==> src/rtl/apb_master_if.sv <==
// Command/response port plus APB bus for the APB requester.
// The master modport is the requester's view; slave is the environment's view.
interface apb_master_if #(
   parameter int unsigned ADDR_W = 32,
   parameter int unsigned DATA_W = 32
);
   logic              cmd_valid;
   logic              cmd_ready;
   logic              cmd_write;
   logic [ADDR_W-1:0] cmd_addr;
   logic [DATA_W-1:0] cmd_wdata;
   logic              rsp_valid;
   logic [DATA_W-1:0] rsp_rdata;
   logic              rsp_err;
   logic              PSEL;
   logic              PENABLE;
   logic              PWRITE;
   logic [ADDR_W-1:0] PADDR;
   logic [DATA_W-1:0] PWDATA;
   logic [DATA_W-1:0] PRDATA;
   logic              PREADY;

   modport master (
      input  cmd_valid, cmd_write, cmd_addr, cmd_wdata, PRDATA, PREADY,
      output cmd_ready, rsp_valid, rsp_rdata, rsp_err,
             PSEL, PENABLE, PWRITE, PADDR, PWDATA
   );

   modport slave (
      output cmd_valid, cmd_write, cmd_addr, cmd_wdata, PRDATA, PREADY,
      input  cmd_ready, rsp_valid, rsp_rdata, rsp_err,
             PSEL, PENABLE, PWRITE, PADDR, PWDATA
   );
endinterface

==> src/rtl/apb_master.sv <==
// APB requester: one command -> one SETUP/ACCESS transfer -> one response pulse.
// Wait states via PREADY; aborts with rsp_err after TIMEOUT low ACCESS edges.
module apb_master #(
   parameter int unsigned ADDR_W  = 32,
   parameter int unsigned DATA_W  = 32,
   parameter int unsigned TIMEOUT = 16
) (
   input logic          PCLK,
   input logic          PRESETn,
   apb_master_if.master bus
);
   localparam int unsigned CNT_W = (TIMEOUT == 0) ? 1 : $clog2(TIMEOUT + 1);

   typedef enum logic [1:0] {
      IDLE   = 2'd0,
      SETUP  = 2'd1,
      ACCESS = 2'd2
   } state_t;

   state_t            state_q, state_d;
   logic [CNT_W-1:0]  cnt_q, cnt_d;
   logic [ADDR_W-1:0] paddr_q, paddr_d;
   logic              pwrite_q, pwrite_d;
   logic [DATA_W-1:0] pwdata_q, pwdata_d;
   logic              rsp_valid_q, rsp_valid_d;
   logic              rsp_err_q, rsp_err_d;
   logic [DATA_W-1:0] rsp_rdata_q, rsp_rdata_d;
   logic              timeout_hit;

   // Limit reached on this edge; a zero TIMEOUT never aborts.
   assign timeout_hit = (TIMEOUT != 0) && (cnt_q == CNT_W'(TIMEOUT - 1));

   always_comb begin
      state_d     = state_q;
      cnt_d       = cnt_q;
      paddr_d     = paddr_q;
      pwrite_d    = pwrite_q;
      pwdata_d    = pwdata_q;
      rsp_valid_d = 1'b0;
      rsp_err_d   = rsp_err_q;
      rsp_rdata_d = rsp_rdata_q;
      case (state_q)
         IDLE: begin
            if (bus.cmd_valid) begin
               state_d  = SETUP;
               paddr_d  = bus.cmd_addr;
               pwrite_d = bus.cmd_write;
               if (bus.cmd_write) pwdata_d = bus.cmd_wdata;
            end
         end
         SETUP: begin
            state_d = ACCESS;
            cnt_d   = '0;
         end
         ACCESS: begin
            // Completion takes priority over the timeout on the same edge.
            if (bus.PREADY) begin
               state_d     = IDLE;
               rsp_valid_d = 1'b1;
               rsp_err_d   = 1'b0;
               rsp_rdata_d = pwrite_q ? '0 : bus.PRDATA;
            end else if (timeout_hit) begin
               state_d     = IDLE;
               rsp_valid_d = 1'b1;
               rsp_err_d   = 1'b1;
               rsp_rdata_d = '0;
            end else if (cnt_q != '1) begin
               cnt_d = cnt_q + CNT_W'(1);
            end
         end
         default: state_d = IDLE;
      endcase
   end

   always_ff @(posedge PCLK or negedge PRESETn) begin
      if (!PRESETn) begin
         state_q     <= IDLE;
         cnt_q       <= '0;
         paddr_q     <= '0;
         pwrite_q    <= 1'b0;
         pwdata_q    <= '0;
         rsp_valid_q <= 1'b0;
         rsp_err_q   <= 1'b0;
         rsp_rdata_q <= '0;
      end else begin
         state_q     <= state_d;
         cnt_q       <= cnt_d;
         paddr_q     <= paddr_d;
         pwrite_q    <= pwrite_d;
         pwdata_q    <= pwdata_d;
         rsp_valid_q <= rsp_valid_d;
         rsp_err_q   <= rsp_err_d;
         rsp_rdata_q <= rsp_rdata_d;
      end
   end

   // Bus controls decode straight from the state register.
   assign bus.cmd_ready = (state_q == IDLE);
   assign bus.PSEL      = (state_q != IDLE);
   assign bus.PENABLE   = (state_q == ACCESS);
   assign bus.PADDR     = paddr_q;
   assign bus.PWRITE    = pwrite_q;
   assign bus.PWDATA    = pwdata_q;
   assign bus.rsp_valid = rsp_valid_q;
   assign bus.rsp_err   = rsp_err_q;
   assign bus.rsp_rdata = rsp_rdata_q;
endmodule

==> src/flat_wrapper.sv <==
// flat-port wrapper written by rule: the top's interface ports become plain ports
module apb_master_flat 
#(
   parameter int unsigned ADDR_W  = 32,
   parameter int unsigned DATA_W  = 32,
   parameter int unsigned TIMEOUT = 16
)
  (PCLK, PRESETn, bus_cmd_valid, bus_cmd_write, bus_cmd_addr, bus_cmd_wdata, bus_PRDATA, bus_PREADY, bus_cmd_ready, bus_rsp_valid, bus_rsp_rdata, bus_rsp_err, bus_PSEL, bus_PENABLE, bus_PWRITE, bus_PADDR, bus_PWDATA);
  apb_master_if #(.ADDR_W(ADDR_W), .DATA_W(DATA_W)) bus_i ();
  input logic PCLK;
  input logic PRESETn;
  input wire logic [$bits(bus_i.cmd_valid)-1:0] bus_cmd_valid;
  input wire logic [$bits(bus_i.cmd_write)-1:0] bus_cmd_write;
  input wire logic [$bits(bus_i.cmd_addr)-1:0] bus_cmd_addr;
  input wire logic [$bits(bus_i.cmd_wdata)-1:0] bus_cmd_wdata;
  input wire logic [$bits(bus_i.PRDATA)-1:0] bus_PRDATA;
  input wire logic [$bits(bus_i.PREADY)-1:0] bus_PREADY;
  output wire logic [$bits(bus_i.cmd_ready)-1:0] bus_cmd_ready;
  output wire logic [$bits(bus_i.rsp_valid)-1:0] bus_rsp_valid;
  output wire logic [$bits(bus_i.rsp_rdata)-1:0] bus_rsp_rdata;
  output wire logic [$bits(bus_i.rsp_err)-1:0] bus_rsp_err;
  output wire logic [$bits(bus_i.PSEL)-1:0] bus_PSEL;
  output wire logic [$bits(bus_i.PENABLE)-1:0] bus_PENABLE;
  output wire logic [$bits(bus_i.PWRITE)-1:0] bus_PWRITE;
  output wire logic [$bits(bus_i.PADDR)-1:0] bus_PADDR;
  output wire logic [$bits(bus_i.PWDATA)-1:0] bus_PWDATA;
  assign bus_i.cmd_valid = bus_cmd_valid;
  assign bus_i.cmd_write = bus_cmd_write;
  assign bus_i.cmd_addr = bus_cmd_addr;
  assign bus_i.cmd_wdata = bus_cmd_wdata;
  assign bus_i.PRDATA = bus_PRDATA;
  assign bus_i.PREADY = bus_PREADY;
  assign bus_cmd_ready = bus_i.cmd_ready;
  assign bus_rsp_valid = bus_i.rsp_valid;
  assign bus_rsp_rdata = bus_i.rsp_rdata;
  assign bus_rsp_err = bus_i.rsp_err;
  assign bus_PSEL = bus_i.PSEL;
  assign bus_PENABLE = bus_i.PENABLE;
  assign bus_PWRITE = bus_i.PWRITE;
  assign bus_PADDR = bus_i.PADDR;
  assign bus_PWDATA = bus_i.PWDATA;
  apb_master #(.ADDR_W(ADDR_W), .DATA_W(DATA_W), .TIMEOUT(TIMEOUT)) u_core (.PCLK(PCLK), .PRESETn(PRESETn), .bus(bus_i));
endmodule
==> config.mk <==
export PLATFORM = sky130hd
export DESIGN_NAME = apb_master_flat
export DESIGN_NICKNAME = d
export VERILOG_FILES = /design/src/rtl/apb_master_if.sv /design/src/rtl/apb_master.sv /design/src/flat_wrapper.sv
export SDC_FILE = /design/constraint.sdc
export NUM_CORES = 1
export LEC_CHECK = 0
export BUFFER_PORTS_ARGS = -buffer_cell sky130_fd_sc_hd__buf_2
export CAP_MARGIN = 20
export CORE_MARGIN = 3
export CORE_UTILIZATION = 35
export DETAILED_ROUTE_END_ITERATION = 12
export PLACE_DENSITY_LB_ADDON = 0.2
export SLEW_MARGIN = 10
export SYNTH_ARGS = -nofsm -noshare
export SYNTH_HDL_FRONTEND = slang
export SYNTH_SLANG_ARGS = --single-unit
==> constraint.sdc <==
create_clock -name PCLK -period 2.2 [get_ports PCLK]
set_input_delay 0.11 -clock PCLK [delete_from_list [all_inputs] [get_ports PCLK]]
set_output_delay 0.11 -clock PCLK [all_outputs]
set_load 0.01 [all_outputs]
==> flow_summary.rst, run 1 <==
.. list-table::
   :header-rows: 1

   * - Metric
     - Value
   * - Status
     - finished clean
   * - Last weighted congestion value of the routability-driven placer
     - 0.729
   * - Final TNS setup
     - 0 ns
   * - Number of nets still failing antenna checks after routing
     - 0
   * - Cells after synthesis
     - 269
   * - WHS
     - 0.0172 ns
   * - Ratio of final minimum period to clock period
     - 93.8%
   * - Crit path kind
     - register to register
   * - Largest net degree at the start of global routing
     - 50
   * - Required time at the worst-slack endpoint
     - 2.47 ns
   * - Die Footprint
     - 12,900 sq um
   * - Clock transition at path regs
     - 0.07 ns
   * - DRT Pass-1 Iters
     - 4
   * - Hold crit path type
     - input pin to register
   * - Share of synthesized cell area in and, or, nand and nor gates
     - 3.80%
   * - Number of antenna violations at the first check in global routing
     - 0
   * - Total global routing track utilization
     - 17.0%
   * - IR drop worst, VDD
     - 0.000659 V
   * - Worst EP arrival
     - 2.33 ns
   * - Io pins
     - 203
   * - Number of max-capacitance violations reported
     - 0
   * - Max Buffers Root-to-Sink
     - 2
   * - Clock buffers created by TritonCTS
     - 9
   * - Register bit count reported by yosys
     - 106
   * - RSZ-0062 raised after global routing
     - no
   * - Post-synth cell types
     - 29
   * - Die Span Y
     - 114 um
   * - Vias per cell
     - 4.65
   * - Detailed Place HPWL
     - 7.06 mm
   * - Filler Cells Inserted
     - 897
   * - Clock tree from TritonCTS
     - done
   * - Number of sinks on the clock net
     - 106
   * - Proportion of synthesized chip area in sequential cells
     - 65.4%
   * - Post-synthesis area per instance
     - 15.1 sq um
   * - Leading cell types by total area after synthesis
     - sky130_fd_sc_hd__dfrtp_1 65%, sky130_fd_sc_hd__mux2_2 9.7%, sky130_fd_sc_hd__mux2_1 8.3%
   * - Most used flip-flop cell after synthesis
     - sky130_fd_sc_hd__dfrtp_1
   * - Die X-Extent
     - 114 um
   * - Critical Path Start Type
     - register
   * - Antenna diode count
     - 0
   * - Routed WL per cell
     - 15.1 um
   * - Drt drc
     - 0
   * - Detailed-route wire length
     - 10.8 mm
   * - Number of hold-slack violations in the final timing report
     - 0
   * - Most numerous cell in the Yosys netlist
     - sky130_fd_sc_hd__dfrtp_1
   * - Worst setup skew after layout
     - 0.00658 ns
   * - Post-synthesis share of cell area spent on full adders, half adders and majority gates
     - 0.926%
   * - Number of flops mapped to enable cells by yosys
     - 0
   * - CP Capture Type
     - register
   * - Fraction of synthesized cell area in xor and xnor cells
     - 0%
   * - Maximum achievable frequency
     - 485 MHz
   * - Layout Nets
     - 674
   * - Count of standard-cell rows
     - 38
   * - Mapped Area
     - 4060 sq um
   * - Fraction of the mapped netlist area in compound gates
     - 8.24%
   * - Largest fanout of any net on the critical path
     - 4
   * - DR vias
     - 3,327
   * - Worst path setup slack after routing
     - 0.137 ns
   * - Main combinational cell family by area after synthesis
     - multiplexers
   * - Final setup violation count
     - 0
   * - Yosys top cell area share
     - 65.4%
   * - Least-Margin Pin Slew
     - 0.921 ns
   * - Clock Tree Root
     - sky130_fd_sc_hd__clkbuf_16
   * - Syn_nets
     - 373
   * - Clock latency on the worst-skew pair
     - 0.34 ns
   * - Top cell type by total area after synthesis
     - sky130_fd_sc_hd__dfrtp_1
   * - Power density relative to cell area
     - 1230 nW/um^2
   * - List of most frequent post-synthesis cells
     - 106 x sky130_fd_sc_hd__dfrtp_1, 35 x sky130_fd_sc_hd__mux2_2, 30 x sky130_fd_sc_hd__mux2_1, 25 x sky130_fd_sc_hd__a22o_1, 15 x sky130_fd_sc_hd__o21ai_0
   * - H-tree Lvls
     - 3
   * - Leakage power of the design
     - 3.19 nW
   * - Placement-stage worst setup slack
     - 0.125 ns
   * - Overflow left after global routing
     - 0
   * - Worst relative slew slack
     - 38.6%
   * - Number of max-slew violations in the final report
     - 0
   * - First-iteration detailed-routing DRC count
     - 124
   * - Via count of the first global-routing pass
     - 3,522
   * - Shortest period the worst path allows
     - 2.06 ns
   * - Area of the placeable core
     - 11,100 sq um
   * - Quantity of I/O buffers inserted on ports
     - 202
   * - Share of flip-flops with an asynchronous set or reset after synthesis
     - 100%
   * - Warnings, synthesis
     - 0
   * - Starting density of the core
     - 36.6%
   * - Post-synthesis to final-layout area growth
     - 59.1%
   * - Multiplexer area fraction after synthesis
     - 18.8%
   * - Wire length of the first global-routing pass
     - 17.3 mm
   * - Ratio of cells with drive above 1 in the final layout
     - 45.7%
repair_timing:
action / in CTS / in global routing
hold buffers: 95 / 0
setup buffers: 0 / 0
endpoints found under the hold margin: 121 / 0
gates resized for setup: 0 / 0
metal layers:
metal / up-vias / global-route usage, % / wire [um]
met2: 134 / 28.8 / 5480
met1: 1603 / 19.5 / 4230
li1: 1564 / - / -
met5: - / 0 / 0
met3: 26 / 4.56 / 734
met4: 0 / 8.97 / 348
power breakdown:
part | internal [W] | total (W) | switching (W)
logic | 0.00158 | 0.00310 | 0.00152
registers | 0.00288 | 0.00337 | 0.000486
clock network | 0.000793 | 0.00149 | 0.000698
cell type report:
type	count	area (sq um)	share of cell area (%)
clock buffers	11	243	3.76
clock inverters	5	30.0	0.465
inverters	5	18.8	0.291
multi-input cells	144	1290	20.0
flip-flops and latches	106	2650	41.1
well taps	140	175	2.71
repair buffers	304	2040	31.6
flip-flops by register name, summed over array words and instances, names as in the netlist:
register              cells
u_core.bus.rsp_err        1
u_core.bus.PWRITE         1
u_core.bus.rsp_rdata     32
u_core.cnt_q              5
u_core.bus.rsp_valid      1
u_core.state_q            2
u_core.bus.PWDATA        32
u_core.bus.PADDR         32
cell usage in the layout (no fill, tap or decap):
cell	Yosys	routed
sky130_fd_sc_hd__nor2_1	3	3
sky130_fd_sc_hd__nor4b_1	1	1
sky130_fd_sc_hd__inv_2	1	1
sky130_fd_sc_hd__buf_4	1	6
sky130_fd_sc_hd__buf_12	0	2
sky130_fd_sc_hd__o21ai_0	15	15
sky130_fd_sc_hd__clkbuf_16	0	9
sky130_fd_sc_hd__o41ai_1	1	1
sky130_fd_sc_hd__mux2i_1	3	3
sky130_fd_sc_hd__ha_1	3	3
sky130_fd_sc_hd__nand3_1	1	1
sky130_fd_sc_hd__inv_1	4	4
sky130_fd_sc_hd__o211ai_1	1	1
sky130_fd_sc_hd__o311ai_1	1	1
sky130_fd_sc_hd__nand3b_1	1	1
sky130_fd_sc_hd__a22o_1	25	25
sky130_fd_sc_hd__mux2_1	30	30
sky130_fd_sc_hd__mux2_2	35	35
sky130_fd_sc_hd__nor2b_1	1	1
sky130_fd_sc_hd__nand2b_1	2	2
sky130_fd_sc_hd__buf_2	8	201
sky130_fd_sc_hd__clkinv_2	0	3
sky130_fd_sc_hd__nand2_1	12	12
sky130_fd_sc_hd__nor3b_4	1	1
sky130_fd_sc_hd__clkbuf_1	1	1
sky130_fd_sc_hd__dlygate4sd3_1	0	95
sky130_fd_sc_hd__o21ai_2	0	1
sky130_fd_sc_hd__or4b_4	1	1
sky130_fd_sc_hd__dfrtp_1	106	106
sky130_fd_sc_hd__a21oi_1	2	2
sky130_fd_sc_hd__and2_1	3	3
sky130_fd_sc_hd__clkinvlp_4	0	2
sky130_fd_sc_hd__clkbuf_8	0	1
sky130_fd_sc_hd__and3_1	1	1
path summary, 6_finish.rpt:
check | endpoint | from | slack [ns] | cells past startpoint
worst min register to register | u_core.bus.PWDATA[2] | u_core.bus.PWDATA[2] | 0.48 | 1
max in group asynchronous | u_core.bus.PADDR[15] | PRESETn | 1.25 | 3
worst max-delay path | u_core.cnt_q[0] | u_core.cnt_q[0] | 0.14 | 6
worst min-delay path | u_core.bus.rsp_rdata[31] | bus_PRDATA[31] | 0.02 | 3
worst max register to register | u_core.cnt_q[0] | u_core.cnt_q[0] | 0.14 | 6
min in group asynchronous | u_core.bus.rsp_rdata[5] | PRESETn | 0.23 | 2
per-stage QoR:
| stage | cells | utilization (%) | area (sq um) | total power, W |
|---|---|---|---|---|
| global route | 715 | 58.2 | 6450 | 0.00847 |
| global placement | 604 | 47.2 | 5230 | 0.00629 |
| floorplan | 269 | - | 4060 | 0.00500 |
| CTS | 715 | 58.2 | 6450 | 0.00804 |
| detailed placement | 604 | 47.2 | 5230 | 0.00638 |
| finish | 715 | 58.2 | 6450 | 0.00796 |
logic make-up (layout without fill, tap and decap cells):
kind of cell    after synthesis  after routing
fa+ha+maj                     3              3
mux                          68             68
simple gates                 27             27
compound gates               46             46
buf+inv                      19            325
flops                       106            106
worst max-delay path: stages, from the launching register on:
cell and delay (ns):
sky130_fd_sc_hd__dfrtp_1 0.41, sky130_fd_sc_hd__ha_1 0.21, sky130_fd_sc_hd__and3_1 0.16, sky130_fd_sc_hd__ha_1 0.20, sky130_fd_sc_hd__or4b_4 0.51, sky130_fd_sc_hd__nor2_1 0.27, sky130_fd_sc_hd__mux2i_1 0.22
(Power assumes the default switching activity.)
==> inputs of run 2 (changes only) <==
- CORE_UTILIZATION: 35 -> 43
- HOLD_SLACK_MARGIN: unset -> 0.12
==> run 2 against run 1 <==
Cell count fell by 3.9%; non-clock buffer count rose by 4; die area fell by 18%; wire length rose by 3.1%; clock skew rose by 0.0054 ns; largest power group unchanged; critical path type unchanged; combinational power barely moved; sequential cell count did not move; global-route usage rose by 3.5 points; utilization rose by 13 points; register-to-register slack barely moved; clock power fell by 12%.
==> flow_summary.rst, run 2 (synthesized netlist as in run 1, its figures left out) <==
.. list-table::
   :header-rows: 1

   * - Metric
     - Value
   * - Status
     - finished clean
   * - Drt drc
     - 0 (unchanged)
   * - Total global routing track utilization
     - 20.5% (+3.5 points)
   * - R2r worst-path depth
     - 6 (unchanged)
   * - Starting density of the core
     - 45.4% (+8.8 points)
   * - Count of standard-cell rows
     - 34 (-11%)
   * - Die Span Y
     - 103 um (-9.3%)
   * - Worst-case register-to-register setup slack
     - 0.14 ns (about the same)
   * - Highest-count cells in the layout ignoring fill and taps
     - 201 x sky130_fd_sc_hd__buf_2, 106 x sky130_fd_sc_hd__dfrtp_1, 99 x sky130_fd_sc_hd__dlygate4sd3_1, 35 x sky130_fd_sc_hd__mux2_2, 30 x sky130_fd_sc_hd__mux2_1
   * - Clock latency on the worst-skew pair
     - 0.36 ns (+0.02 ns)
   * - Die Footprint
     - 10,600 sq um (-18%)
   * - Most frequent cell on the critical path
     - sky130_fd_sc_hd__ha_1
   * - Die X-Extent
     - 103 um (-9.3%)
   * - Total area of sequential cells
     - 2650 sq um (unchanged)
   * - Critical Path Start Type
     - register
   * - Overflow left after global routing
     - 0 (unchanged)
   * - Clock transition at path regs
     - 0.10 ns (+0.03 ns)
   * - Number of max-slew violations in the final report
     - 0 (unchanged)
   * - Clock buffers created by TritonCTS
     - 9 (unchanged)
   * - Slowest-stage cell, CP
     - sky130_fd_sc_hd__or4b_4
   * - Largest net degree at the start of global routing
     - 49 (-2.0%)
   * - Worst relative slew slack
     - 36.4% (-2.2 points)
   * - Io pins
     - 203 (unchanged)
   * - Utilization after layout
     - 71.7% (+13 points)
   * - Number of hold-slack violations in the final timing report
     - 0 (unchanged)
   * - Final setup violation count
     - 0 (unchanged)
   * - Routed WL per cell
     - 16.2 um (+7.3%)
   * - DR vias
     - 3,351 (+0.72%)
   * - Power density relative to cell area
     - 1220 nW/um^2 (-1.4%)
   * - Ratio of final minimum period to clock period
     - 93.6% (-0.13 points)
   * - H-tree Lvls
     - 3 (unchanged)
   * - Maximum achievable frequency
     - 485 MHz (+0.13%)
   * - Antenna diode count
     - 0 (unchanged)
   * - Worst setup skew after layout
     - 0.0119 ns (+0.00536 ns)
   * - Last weighted congestion value of the routability-driven placer
     - 0.775 (+6.4%)
   * - Placement-stage worst setup slack
     - 0.120 ns (-0.00555 ns)
   * - Area of the placeable core
     - 8930 sq um (-19%)
   * - Number of max-capacitance violations reported
     - 0 (unchanged)
   * - Most common cell after layout, fill and taps aside
     - sky130_fd_sc_hd__buf_2
   * - CP Capture Type
     - register
   * - Peak per-stage delay on the critical path
     - 0.52 ns (about the same)
   * - Wire length of the first global-routing pass
     - 16.9 mm (-2.2%)
   * - DRT Pass-1 Iters
     - 4 (unchanged)
   * - RSZ-0062 raised after global routing
     - no
   * - Worst EP arrival
     - 2.29 ns (-0.04 ns)
   * - Multi-input gate area in the final layout
     - 1290 sq um (+0.19%)
   * - Least-Margin Pin Slew
     - 0.954 ns (+0.0326 ns)
   * - Leakage power of the design
     - 3.18 nW (-0.15%)
   * - Filler Cells Inserted
     - 604 (-33%)
   * - Via count of the first global-routing pass
     - 3,550 (+0.80%)
   * - Layout Nets
     - 678 (+0.59%)
   * - Largest fanout of any net on the critical path
     - 4 (unchanged)
   * - Detailed Place HPWL
     - 7.13 mm (+0.89%)
   * - Ratio of cells with drive above 1 in the final layout
     - 45.8% (about the same)
   * - Number of nets still failing antenna checks after routing
     - 0 (unchanged)
   * - IR drop worst, VDD
     - 0.000639 V (-3.1%)
   * - Max Buffers Root-to-Sink
     - 2 (unchanged)
   * - Post-synthesis to final-layout area growth
     - 57.9%
   * - Number of antenna violations at the first check in global routing
     - 0 (unchanged)
   * - Sequence of cells on the critical path
     - ha_1 > and3_1 > ha_1 > or4b_4 > o311ai_1 > o41ai_1
   * - Clock tree from TritonCTS
     - done
   * - Reg2Reg Capture Point
     - u_core.cnt_q[3]
   * - Number of buffers added for setup after CTS
     - 0 (unchanged)
   * - Crit path kind
     - register to register
   * - Required time at the worst-slack endpoint
     - 2.43 ns (-0.04 ns)
   * - Clock Tree Root
     - sky130_fd_sc_hd__clkbuf_8
   * - Number of sinks on the clock net
     - 106 (unchanged)
   * - Detailed-route wire length
     - 11.1 mm (+3.1%)
   * - Hold crit path type
     - input pin to async pin
   * - Startpoint of the most critical register-to-register path
     - u_core.cnt_q[0]
   * - First-iteration detailed-routing DRC count
     - 75 (-40%)
   * - Vias per cell
     - 4.88 (+4.8%)
   * - Final TNS setup
     - 0 ns (unchanged)
   * - Quantity of I/O buffers inserted on ports
     - 202 (unchanged)
   * - Shortest period the worst path allows
     - 2.06 ns (-0.00277 ns)
   * - Worst path setup slack after routing
     - 0.140 ns (+0.00277 ns)
==> run 2: cell types whose count changed in the layout (fill, tap and decap cells not counted) <==
| cell | change |
|---|---|
| sky130_fd_sc_hd__clkbuf_16 | -9 |
| sky130_fd_sc_hd__clkbuf_8 | +8 |
| sky130_fd_sc_hd__dlygate4sd3_1 | +4 |
| sky130_fd_sc_hd__bufinv_16 | +2 |
| sky130_fd_sc_hd__clkinv_2 | -2 |
| sky130_fd_sc_hd__inv_6 | +2 |
| sky130_fd_sc_hd__clkbuf_1 | -1 |
| sky130_fd_sc_hd__clkinv_4 | +1 |
| sky130_fd_sc_hd__clkinvlp_4 | -1 |
| sky130_fd_sc_hd__nor2_1 | -1 |
| sky130_fd_sc_hd__nor2_2 | +1 |
==> run 2: worst max-delay path, delay by kind of cell (launching register included) <==
kind	cells	cell delay (ns)
AND/OR/NAND/NOR	2	0.69
adder cells (fa/ha/maj)	2	0.42
flip-flops	1	0.42
AO/OA/AOI/OAI	2	0.41
==> run 2: layout make-up <==
| cell class | count | area share, % |
|---|---|---|
| sequential | 106 | 41.4 |
| clock buffer | 9 | 1.93 |
| timing repair buffer | 308 | 32.5 |
| inverter | 5 | 0.293 |
| multi-input combinational | 144 | 20.2 |
| tap | 108 | 2.11 |
| clock inverter | 7 | 1.54 |
==> run 2: per-layer routing <==
layer | up-vias | global-route usage (%) | part of all wire (%)
li1 | 1571 | - | -
met1 | 1629 | 23.3 | 39
met2 | 138 | 38.5 | 53
met3 | 13 | 4.40 | 7.2
met4 | 0 | 5.68 | 1.1
met5 | - | 0 | 0
==> run 2: power breakdown <==
part | switching, W | leakage, nW | internal (W)
sequential | 0.000490 | 1.30 | 0.00288
combinational | 0.00153 | 1.77 | 0.00159
clock | 0.000662 | 0.110 | 0.000649
==> run 2: worst max-delay path by stage <==
stage / cells past startpoint / start / to / slack, ns
after global placement: 6 / u_core.cnt_q[0] / u_core.cnt_q[1] / 0.20
after detailed placement: 6 / u_core.cnt_q[0] / u_core.cnt_q[1] / 0.12
after CTS: 6 / u_core.cnt_q[0] / u_core.cnt_q[1] / 0.11
after global routing: 6 / u_core.cnt_q[0] / u_core.cnt_q[3] / 0.03
final: 6 / u_core.cnt_q[0] / u_core.cnt_q[3] / 0.14
after floorplan: 6 / u_core.cnt_q[0] / u_core.cnt_q[0] / 0.22
==> run 2: metrics by stage <==
stage,total power (W),area [sq um],std cells,hold slack (ns)
floorplan,0.00500,4060,269,-0.186
global route,0.00831,6400,687,0.329
CTS,0.00785,6400,687,0.306
finish,0.00779,6400,687,0.296
global placement,0.00626,5190,572,0.139
detailed placement,0.00638,5190,572,0.144
==> run 2: repair_timing <==
item,in CTS,in global routing
hold buffers,99,0
gates resized for setup,0,1
endpoints found under the hold margin,140,0
endpoints found under the setup margin,0,1
==> inputs of run 3 (changes only) <==
==> constraint.sdc (replaced) <==
create_clock -name PCLK -period 2.2 [get_ports PCLK]
set_input_delay 0.55 -clock PCLK [delete_from_list [all_inputs] [get_ports PCLK]]
set_output_delay 0.55 -clock PCLK [all_outputs]
set_load 0.01 [all_outputs]
==> run 3 against run 2 <==
Global-route usage fell by 3.6 points; setup slack got worse by 0.0064 ns; cell count fell by 14%; die area did not move; clock power fell by 14%; critical endpoint is now u_core.cnt_q[1]; largest cell class unchanged.
==> flow_summary.rst, run 3 (synthesized netlist as in run 1, its figures left out) <==
.. list-table::
   :header-rows: 1

   * - Metric
     - Value
   * - Status
     - finished clean
   * - Switching Fraction
     - 34.7% (+0.33 points)
   * - Routed WL per cell
     - 15.7 um (-3.0%)
   * - Cell family with the largest share of critical-path delay
     - simple AND/OR/NAND/NOR gates
   * - Share of power burned in the clock network
     - 15.2% (-1.6 points)
   * - Crit path kind
     - register to register
   * - Post-synthesis to final-layout area growth
     - 33.2%
   * - Largest net degree at the start of global routing
     - 56 (+14%)
   * - Power share of the sequential group
     - 45.1% (+1.9 points)
   * - Crit path buffers/inverters
     - 0 (unchanged)
   * - Most common cell after layout, fill and taps aside
     - sky130_fd_sc_hd__buf_2
   * - Worst relative slew slack
     - 40.6% (+4.2 points)
   * - RSZ-0062 raised after global routing
     - no
   * - Power dissipated by switching net loads
     - 0.00257 W (-4.0%)
   * - Portion of total power attributed to combinational logic
     - 39.7% (-0.3 points)
   * - Global Route met1 Usage
     - 20.6% (-2.8 points)
   * - Shortest period the worst path allows
     - 2.07 ns (+0.00637 ns)
   * - Power density relative to cell area
     - 1370 nW/um^2 (+13%)
   * - Detailed Place HPWL
     - 7.12 mm (about the same)
   * - Total global routing track utilization
     - 16.9% (-3.6 points)
   * - Area of the placeable core
     - 8930 sq um (unchanged)
   * - Number of antenna violations at the first check in global routing
     - 1 (+1)
   * - Slowest-stage cell, CP
     - sky130_fd_sc_hd__or4b_4
   * - Met2 routing resource usage after global routing
     - 28.5% (-10 points)
   * - Utilization after layout
     - 60.5% (-11 points)
   * - Worst EP arrival
     - 2.34 ns (+0.05 ns)
   * - Hold crit path type
     - input pin to register
   * - Detailed-route wire length
     - 9.29 mm (-17%)
   * - Filler Cells Inserted
     - 762 (+26%)
   * - Last weighted congestion value of the routability-driven placer
     - 0.748 (-3.6%)
   * - Quantity of I/O buffers inserted on ports
     - 202 (unchanged)
   * - Met3 track demand over resource in global routing
     - 4.47% (+0.068 points)
   * - Sequence of cells on the critical path
     - ha_1 > and3_1 > ha_1 > or4b_4 > nor2_1 > mux2i_1
   * - H-tree Lvls
     - 3 (unchanged)
   * - Ratio of cells with drive above 1 in the final layout
     - 54.9% (+9.1 points)
   * - Number of nets still failing antenna checks after routing
     - 0 (unchanged)
   * - Wire length of the first global-routing pass
     - 13.9 mm (-18%)
   * - Number of gates resized after CTS
     - 0 (unchanged)
   * - Number of max-capacitance violations reported
     - 0 (unchanged)
   * - Clock Tree Root
     - sky130_fd_sc_hd__clkbuf_8
   * - IR drop worst, VDD
     - 0.000537 V (-16%)
   * - DRT Pass-1 Iters
     - 4 (unchanged)
   * - Global routing's busiest layer
     - met2
   * - Vias per cell
     - 4.91 (+0.56%)
   * - Io pins
     - 203 (unchanged)
   * - Worst setup skew after layout
     - 0.0153 ns (+0.00333 ns)
   * - Least-Margin Pin Slew
     - 0.891 ns (-0.0632 ns)
   * - Clock buffers created by TritonCTS
     - 9 (unchanged)
   * - Clock latency on the worst-skew pair
     - 0.36 ns (about the same)
   * - Required time at the worst-slack endpoint
     - 2.47 ns (+0.04 ns)
   * - Starting density of the core
     - 45.4% (unchanged)
   * - Layout Nets
     - 582 (-14%)
   * - Critical Path Start Type
     - register
   * - Drt drc
     - 0 (unchanged)
   * - Count of standard-cell rows
     - 34 (unchanged)
   * - Max Buffers Root-to-Sink
     - 2 (unchanged)
   * - Number of max-slew violations in the final report
     - 0 (unchanged)
   * - Largest fanout of any net on the critical path
     - 4 (unchanged)
   * - DR vias
     - 2,899 (-13%)
   * - Final setup violation count
     - 0 (unchanged)
   * - Number of hold-slack violations in the final timing report
     - 0 (unchanged)
   * - Leakage power of the design
     - 2.77 nW (-13%)
   * - Highest-count cells in the layout ignoring fill and taps
     - 201 x sky130_fd_sc_hd__buf_2, 106 x sky130_fd_sc_hd__dfrtp_1, 35 x sky130_fd_sc_hd__mux2_2, 30 x sky130_fd_sc_hd__mux2_1, 25 x sky130_fd_sc_hd__a22o_1
   * - CP Capture Type
     - register
   * - WHS
     - 0.392 ns (+0.0960 ns)
   * - Die X-Extent
     - 103 um (unchanged)
   * - Clock transition at path regs
     - 0.10 ns (about the same)
   * - Internal power consumption
     - 0.00484 W (-5.4%)
   * - Die Footprint
     - 10,600 sq um (unchanged)
   * - Peak per-stage delay on the critical path
     - 0.51 ns (about the same)
   * - Worst-case register-to-register setup slack
     - 0.13 ns (about the same)
   * - Die Span Y
     - 103 um (unchanged)
   * - Clock tree from TritonCTS
     - done
   * - Overflow left after global routing
     - 0 (unchanged)
   * - Antenna diode count
     - 0 (unchanged)
   * - Final TNS setup
     - 0 ns (unchanged)
   * - Number of sinks on the clock net
     - 106 (unchanged)
   * - Most frequent cell on the critical path
     - sky130_fd_sc_hd__ha_1
   * - Maximum achievable frequency
     - 484 MHz (-0.31%)
   * - Ratio of final minimum period to clock period
     - 93.9% (+0.29 points)
   * - Via count of the first global-routing pass
     - 2,899 (-18%)
   * - First-iteration detailed-routing DRC count
     - 50 (-33%)
==> run 3: cell types whose count changed in the layout (fill, tap and decap cells not counted), sizes merged <==
| cell | delta |
|---|---|
| buf | +2 |
| bufinv | -2 |
| clkbuf | +3 |
| dlygate4sd3 | -98 |
| inv | -1 |
==> run 3: what timing repair did <==
item                      CTS  global route
hold buffers                1             0
buffers inserted            0             0
hold endpoints to repair   20             0
==> run 3: area by class of cell <==
class                           instances  area, sq um  share of cell area (%)
Sequential cell                       106         2650                    49.1
Multi-Input combinational cell        144         1290                    23.9
Timing Repair Buffer                  212         1120                    20.7
Clock buffer                           12          155                    2.87
Tap cell                              108          135                    2.50
Clock inverter                          4         33.8                   0.625
Inverter                                5         18.8                   0.347
==> run 3: final timing paths <==
path,start,cells past startpoint,endpoint
min reg2reg,u_core.bus.PWDATA[27],1,u_core.bus.PWDATA[27]
min,bus_cmd_wdata[9],2,u_core.bus.PWDATA[9]
max in group asynchronous,PRESETn,3,u_core.bus.PADDR[10]
max,u_core.cnt_q[0],6,u_core.cnt_q[1]
max reg2reg,u_core.cnt_q[0],6,u_core.cnt_q[1]
min in group asynchronous,PRESETn,2,u_core.bus.rsp_rdata[10]
==> run 3: power by group through the flow <==
stage          sequential, W  combinational (W)  clock (W)
3_3_place_gp         0.00334            0.00293          0
6_report             0.00334            0.00294    0.00113
4_1_cts              0.00335            0.00301    0.00118
5_1_grt              0.00348            0.00323    0.00125
3_5_place_dp         0.00338            0.00300          0
2_1_floorplan        0.00382            0.00118          0
==> run 3: metrics by stage <==
stage	setup slack (ns)	total power, W	area (sq um)	cells
6_report	0.134	0.00741	5400	591
4_1_cts	0.122	0.00754	5400	591
3_3_place_gp	0.190	0.00627	5200	574
5_1_grt	0.0261	0.00795	5400	591
3_5_place_dp	0.142	0.00639	5200	574
2_1_floorplan	0.223	0.00500	4060	269
==> run 3: per-layer routing <==
metal,share of wire [%],up-vias
met5,0.14,-
met2,49,118
li1,-,1380
met3,7.8,18
met1,41,1381
met4,1.8,2
